==> src/rtl/dm_port_arbiter.sv <==
// Data-memory port arbiter: CPU M-stage access vs. word-burst DMA, with a
// starvation guard that forces DMA service and stalls the CPU while DMA owns the port.
module dm_port_arbiter #(
  parameter int STARVE_LIMIT = 4,
  parameter int CNT_W        = 3
) (
  input  logic        clk,
  input  logic        reset,
  input  logic        cpu_req,
  input  logic        cpu_we,
  input  logic [31:0] cpu_addr,
  input  logic [31:0] cpu_wdata,
  input  logic [3:0]  cpu_byteen,
  input  logic        cpu_flush,
  output logic        cpu_stall,
  output logic [31:0] cpu_rdata,
  input  logic        dma_req,
  input  logic        dma_we,
  input  logic [31:0] dma_base,
  input  logic [3:0]  dma_len,
  input  logic [31:0] dma_wdata,
  output logic        dma_ack,
  output logic        dma_done,
  output logic        dma_rvalid,
  output logic [31:0] dma_rdata,
  output logic [31:0] m_data_addr,
  output logic [31:0] m_data_wdata,
  output logic [3:0]  m_data_byteen,
  output logic        m_data_re,
  input  logic [31:0] m_data_rdata,
  output logic [1:0]  dbg_state
);

  typedef enum logic [1:0] {S_IDLE = 2'd0, S_BURST = 2'd1} state_t;
  typedef enum logic [1:0] {OWN_NONE = 2'd0, OWN_CPU = 2'd1, OWN_DMA = 2'd2} owner_t;

  state_t           state, state_n;
  owner_t           rd_owner, rd_owner_n;
  logic [3:0]       beat, beat_n;
  logic [3:0]       len_q, len_n;
  logic [31:0]      base_q, base_n;
  logic             we_q, we_n;
  logic [CNT_W-1:0] starve, starve_n;

  logic        cpu_v;
  logic        grant_cpu;
  logic        grant_dma;
  logic [31:0] cur_addr;
  logic        cur_we;
  logic        at_limit;

  assign cpu_v    = cpu_req & ~cpu_flush;
  assign at_limit = (starve == CNT_W'(STARVE_LIMIT));

  // DMA handshake: dma_req is held until dma_done; each cycle with dma_ack=1
  // is one beat accepted by memory, and dma_done marks the last of them.
  always_comb begin
    state_n   = state;
    beat_n    = beat;
    len_n     = len_q;
    base_n    = base_q;
    we_n      = we_q;
    starve_n  = starve;
    grant_cpu = 1'b0;
    grant_dma = 1'b0;
    dma_ack   = 1'b0;
    dma_done  = 1'b0;
    cpu_stall = 1'b0;
    cur_addr  = base_q + {26'd0, beat, 2'b00};
    cur_we    = we_q;
    if (reset) begin
      case (state)
        S_IDLE: begin
          if (!dma_req) begin
            grant_cpu = cpu_v;
            starve_n  = '0;
          end else if (cpu_v && !at_limit) begin
            grant_cpu = 1'b1;
            starve_n  = starve + CNT_W'(1);
          end else begin
            // Beat 0 goes out from the live inputs, so BURST resumes at beat 1.
            grant_dma = 1'b1;
            dma_ack   = 1'b1;
            cur_addr  = dma_base;
            cur_we    = dma_we;
            cpu_stall = cpu_v;
            base_n    = dma_base;
            len_n     = dma_len;
            we_n      = dma_we;
            if (cpu_v) starve_n = '0;
            if (dma_len == 4'd0) begin
              dma_done = 1'b1;
              beat_n   = 4'd0;
            end else begin
              beat_n  = 4'd1;
              state_n = S_BURST;
            end
          end
        end
        S_BURST: begin
          grant_dma = 1'b1;
          dma_ack   = 1'b1;
          cpu_stall = cpu_v;
          beat_n    = beat + 4'd1;
          if (beat == len_q) begin
            dma_done = 1'b1;
            state_n  = S_IDLE;
            starve_n = '0;
            beat_n   = 4'd0;
          end
        end
        default: state_n = S_IDLE;
      endcase
    end
  end

  always_comb begin
    m_data_addr   = 32'd0;
    m_data_wdata  = 32'd0;
    m_data_byteen = 4'd0;
    m_data_re     = 1'b0;
    rd_owner_n    = OWN_NONE;
    if (grant_cpu) begin
      m_data_addr   = cpu_addr;
      m_data_wdata  = cpu_wdata;
      m_data_byteen = cpu_we ? cpu_byteen : 4'd0;
      m_data_re     = ~cpu_we;
      if (!cpu_we) rd_owner_n = OWN_CPU;
    end else if (grant_dma) begin
      m_data_addr   = cur_addr;
      m_data_wdata  = dma_wdata;
      m_data_byteen = cur_we ? 4'hF : 4'd0;
      m_data_re     = ~cur_we;
      if (!cur_we) rd_owner_n = OWN_DMA;
    end
  end

  always_ff @(posedge clk) begin
    if (!reset) begin
      state    <= S_IDLE;
      beat     <= 4'd0;
      len_q    <= 4'd0;
      base_q   <= 32'd0;
      we_q     <= 1'b0;
      starve   <= '0;
      rd_owner <= OWN_NONE;
    end else begin
      state    <= state_n;
      beat     <= beat_n;
      len_q    <= len_n;
      base_q   <= base_n;
      we_q     <= we_n;
      starve   <= starve_n;
      rd_owner <= rd_owner_n;
    end
  end

  assign cpu_rdata  = reset ? m_data_rdata : 32'd0;
  assign dma_rdata  = reset ? m_data_rdata : 32'd0;
  assign dma_rvalid = reset && (rd_owner == OWN_DMA);
  assign dbg_state  = state;

endmodule
==> config.mk <==
export PLATFORM = sky130hd
export DESIGN_NAME = dm_port_arbiter
export DESIGN_NICKNAME = d
export VERILOG_FILES = /design/src/rtl/dm_port_arbiter.sv
export SDC_FILE = /design/constraint.sdc
export NUM_CORES = 1
export LEC_CHECK = 0
export CAP_MARGIN = 10
export CORE_AREA = 2 2 121 123
export CTS_BUF_LIST = sky130_fd_sc_hd__clkbuf_4 sky130_fd_sc_hd__clkbuf_8 sky130_fd_sc_hd__clkbuf_16
export DETAILED_ROUTE_END_ITERATION = 16
export DIE_AREA = 0 0 123 125
export PLACE_DENSITY = 0.77
export RECOVER_POWER = 100
export SETUP_SLACK_MARGIN = 0.2
export SYNTH_ARGS = -nofsm -noshare
export SYNTH_HDL_FRONTEND = slang
export SYNTH_SLANG_ARGS = --single-unit
==> constraint.sdc <==
create_clock -name clk -period 4.5 [get_ports clk]
set_input_delay 1.35 -clock clk [delete_from_list [all_inputs] [get_ports clk]]
set_output_delay 1.35 -clock clk [all_outputs]
set_load 0.02 [all_outputs]
After elaboration in Yosys (flattened, before gate mapping)
Index checks and enable logic that the tools add are counted.

word-level totals
  register bits after elaboration = 48
  input bits = 175
  output and inout port bits = 139

cells by class
  add/subtract/negate cells = 3
  bitwise logic cells = 5
  muxes and demuxes = 56
  reduce and logical (&&, ||, !) cells = 10
  equality and inequality tests = 9

operator list
  kind                                                                   number
  32-bit 2-to-1 mux                                                      9
  32-bit by 6-bit adder with 32-bit output                               1
  4-bit 2-to-1 mux                                                       7
  1-bit 2-to-1 mux                                                       23
  2-bit 2-to-1 mux                                                       7
  3-bit 2-to-1 mux                                                       4
  3-bit AND reduction                                                    3
  2-bit != test, second input constant                                   4
  4-bit one-hot mux with 2 select lines                                  1
  1-bit one-hot mux with 2 select lines                                  3
  3-bit one-hot mux with 2 select lines                                  1
  4-bit by 1-bit adder with 4-bit output, second input constant          1
  4-bit equality test                                                    1
  4-bit zero test                                                        1
  4-bit != test, second input constant                                   1
  1-bit NOT                                                              4
  2-bit one-hot mux with 2 select lines                                  1
  4-bit AND reduction                                                    1
  3-bit by 1-bit adder with 3-bit output, second input constant          1
  3-bit equality test, second input constant                             1
  2-bit by 1-bit equality test with 1-bit output, second input constant  1
  2-bit equality test, second input constant                             1
  1-bit logical AND                                                      2
  2-bit zero test                                                        1
  other kinds (3)                                                        3

Depth between registers and ports, before layout
  depth after elaboration = 10
  gate-level depth with buffers = 9

Worst setup path after synthesis
No wires, ideal clock.

  kind = input to output
  start = input cpu_req
  end = output m_data_addr[13]
  stages = 8
  slack = 0.073 ns
  arrival time = 3.077 ns
  data required time = 3.150 ns
  cell sequence = nor2b_1 -> buf_2 -> a21boi_1 -> o21ai_1 -> clkinv_1 -> clkbuf_1 -> o21ai_0 -> o21ai_0

on the way
  cells in the longest elaborated chain, start to end = 8

RTL lines
  what                                                                        line  text
  from (decl)                                                                 9     input logic cpu_req,
  1-bit bitwise AND *                                                         52    assign cpu_v = cpu_req & ~cpu_flush;
  1-bit logical AND                                                           77    end else if (cpu_v && !at_limit) begin
  1-bit 2-to-1 mux or 32-bit 2-to-1 mux (tied branches)                       77
  1-bit 2-to-1 mux or 32-bit 2-to-1 mux (tied branches)                       74    if (!dma_req) begin
  1-bit one-hot mux with 2 select lines or 32-bit 2-to-1 mux (tied branches)  72    case (state)
  1-bit 2-to-1 mux or 32-bit 2-to-1 mux (tied branches)                       71    if (reset) begin
  32-bit 2-to-1 mux                                                           129   end else if (grant_dma) begin
  32-bit 2-to-1 mux *                                                         123   if (grant_cpu) begin
  to (decl)                                                                   26    output logic [31:0] m_data_addr,

Mark *: on every way between the ends. The rest lies on a longest branch, timed or not.

Worst setup path in the final report
  start = input cpu_req
  end = output m_data_addr[29]

The elaborated chain is that of the path after synthesis.

==> results.ini <==
[status]
run_status=completed

[grt]
track_usage=0.2156
grt_pass1_wl_mm=26.74
grt_pass1_vias=5038
grt_util_met3=0.03011
antenna_found_initial=0
overflow=0
grt_max_degree=38
use_met2=0.3614
top_usage_layer=met2
met1_usage=0.2994

[timing]
fin_crit_ns=4.321
setup_slack_ns=0.1786
hold_viol=0
finalSetupViolations=0
fmax_mhz=231.4
rsz0062_at_grt=true
post-route-period-util=0.9603
relSlewSlack=0.4910
tightest_slew_ns=0.7635
maxSlewViolCount=0
finClkSkew_ns=0.004405

[yosys]
async_flop_share=0
synthCells=566
ys_types=54
syn_nets=749
synth.top_cells.by_area=dfxtp_1 (24%), nand2_1 (9.5%), a22o_1 (8.0%)
synth-seq-cells=47
avgSynthCellArea_sq_um=7.001
synth_top_area_share=0.2374
synth_edf_count=0
yosys.area.top_type=dfxtp_1
yosysSeqAreaShare=0.2374
synth_flop_cell=dfxtp_1
synth_warnings=0
synth.cell_area_sq_um=3963

[route]
vias=5331
drt_pre_antenna_iters=5
drc=0
routed_via_density=4.959
avgRoutedWirePerCell_microns=16.27
drt_iter0_drc=281
drt-total-wl_mm=17.49
antenna_left=0

[placement]
placed_area_sq_um=7465
dp_hpwl_mm=14.11
place_congestion=0.7896
io_buffers=312
dp_cells=1053
dp_worst_setup_slack_ns=-0.4851

[pwr]
p_leak_nw=2.946
power.density_nw_per_um2=203.0
p_sw_mw=0.5206
p_clk_frac=0.252
sequentialPowerShare=0.308
intPower_mw=0.9999
switching_share=0.3424
peakVddDrop_uv=166.7
p_comb_frac=0.440

[worst_setup_path]
worst_ep_required_time_ns=3.15
worst_setup_path_end_kind=primary output
cp_max_fo=7
crit_type=input pin to primary output
cp-start-kind=input pin
arrival_ns=2.97

[final_layout]
final_core_util=0.5273
syn_to_final_growth_pct=89.01
seq_area_sq_um=940.9
nNetsFinal=1073
fillers=1421
drive_above_1_share=0.1448
antenna_cells=0
multi_input_area_sq_um=2634
fin_area_sq_um=7490
fin_cells=1075

[clocking]
ctsHoldBuffers=0
path_clk_slew_ns=0.07
cts_buffer_depth=2
cts_tree=done
cts_inserted_buffers=5
cts_sinks=47
cts_root_buffer=clkbuf_16
h-tree-depth=2
worstSkewPairLatency_ns=0.29

[floorplanning]
die_w_microns=123
num_rows=44
io_pins=314
die-area_sq_um=15380
start_util=0.2790
core_sq_um=14200
die_h_microns=125

[hold_path]
holdCritPathClass=register to register

[flow_run]
cap_violations=0

final timing paths:
kind / from / endpoint / slack [ns] / cells after the start
setup / recovery: cpu_req / m_data_addr[29] / 0.18 / 9
hold / removal: base_q[4] / base_q[4] / 0.47 / 2
setup reg to reg: starve[0] / base_q[0] / 2.21 / 14
hold reg to reg: base_q[4] / base_q[4] / 0.47 / 2
sequential cells by signal, indices dropped and copies added (netlist names):
name / flops
we_q: 1
base_q: 32
rd_owner: 2
dbg_state: 1
beat: 4
len_q: 4
starve: 3
cells in the mapped netlist (all sizes together), types with 3 or more instances:
master / count
o21a: 4
nor3: 16
a31o: 9
nor2: 21
nand2b: 6
dfxtp: 47
a22o: 36
o31ai: 4
o31a: 5
nor4: 11
and2: 33
and4: 3
xor2: 9
a22oi: 7
a211oi: 5
nand2: 100
inv: 13
nand4: 12
xnor2: 6
o21ai: 44
ha: 7
clkbuf: 32
a21oi: 48
buf: 39
a31oi: 6
nand3: 11
mux2i: 4
nor3b: 3
stage by stage:
step                      TNS [ns]  hold WS [ns]  power (mW)
final                            0        0.4664       1.520
after global routing             0        0.4813       1.598
after CTS                        0        0.4669       1.550
after detailed placement    -25.95        0.4562       1.171
after global placement      -24.61        0.4528       1.166
after floorplan                  0        0.4400      0.7752
worst max-delay path, stage by stage:
cell and delay [ns]:
clkdlybuf4s15_1 0.18, nor2b_1 0.17, buf_6 0.14, a21oi_4 0.20, buf_12 0.14, buf_4 0.16
nand2_1 0.08, a31oi_1 0.14, clkdlybuf4s25_1 0.41
power by group through the flow:
stage                     Sequential, mW  Combinational (mW)  Clock, mW
after floorplan                    0.471               0.304          0
after global placement             0.476               0.690          0
after detailed placement           0.478               0.694          0
after CTS                          0.468               0.688      0.393
after global routing               0.473               0.719      0.407
final                              0.468               0.669      0.384
timing repair:
action,4_1_cts,5_1_grt
buffers inserted,10,3
cloned,1,0
endpoints found under the setup margin,136,51
gates resized for setup,286,31
pin swaps,6,1
cell type report:
cell class,count,share of cell area
clock buffers,5,0.01671
clock inverters,3,0.003174
inverters,14,0.007183
multi-input cells,434,0.3517
flip-flops and latches,47,0.1256
well taps,184,0.03074
repair buffers,388,0.4649
metal layers:
layer	part of all wire	up-vias
met1	0.44	2470
met2	0.48	201
li1	-	2652
met5	0	-
met4	0.0064	0
met3	0.067	8
kinds of logic after synthesis:
logic type                 count (synthesis)  synth area share
buffers and inverters                     85            0.1130
DFF                                       47            0.2374
muxes                                      4           0.01010
AOI/OAI and AO/OA                        181            0.3022
xor gates and xnor gates                  15           0.03316
adders and majority gates                  8           0.02715
other                                      1         0.0009464
and+or+nand+nor                          225            0.2760
layout by cell type (no fill, tap or decap), types with 9 or more instances in the layout:
cell	n
nand3_1	11
o21ai_0	30
nor3_1	15
nor4_1	11
nand2_1	99
xor2_1	9
a21oi_1	47
and2_1	32
nor2_1	20
buf_2	10
inv_1	13
a31o_2	9
buf_4	50
a22o_1	36
clkdlybuf4s50_1	171
o21ai_1	13
clkbuf_1	47
buf_6	11
nand4_1	11
buf_12	9
dfxtp_1	47
dlygate4sd3_1	65
(Power assumes the default switching activity.)
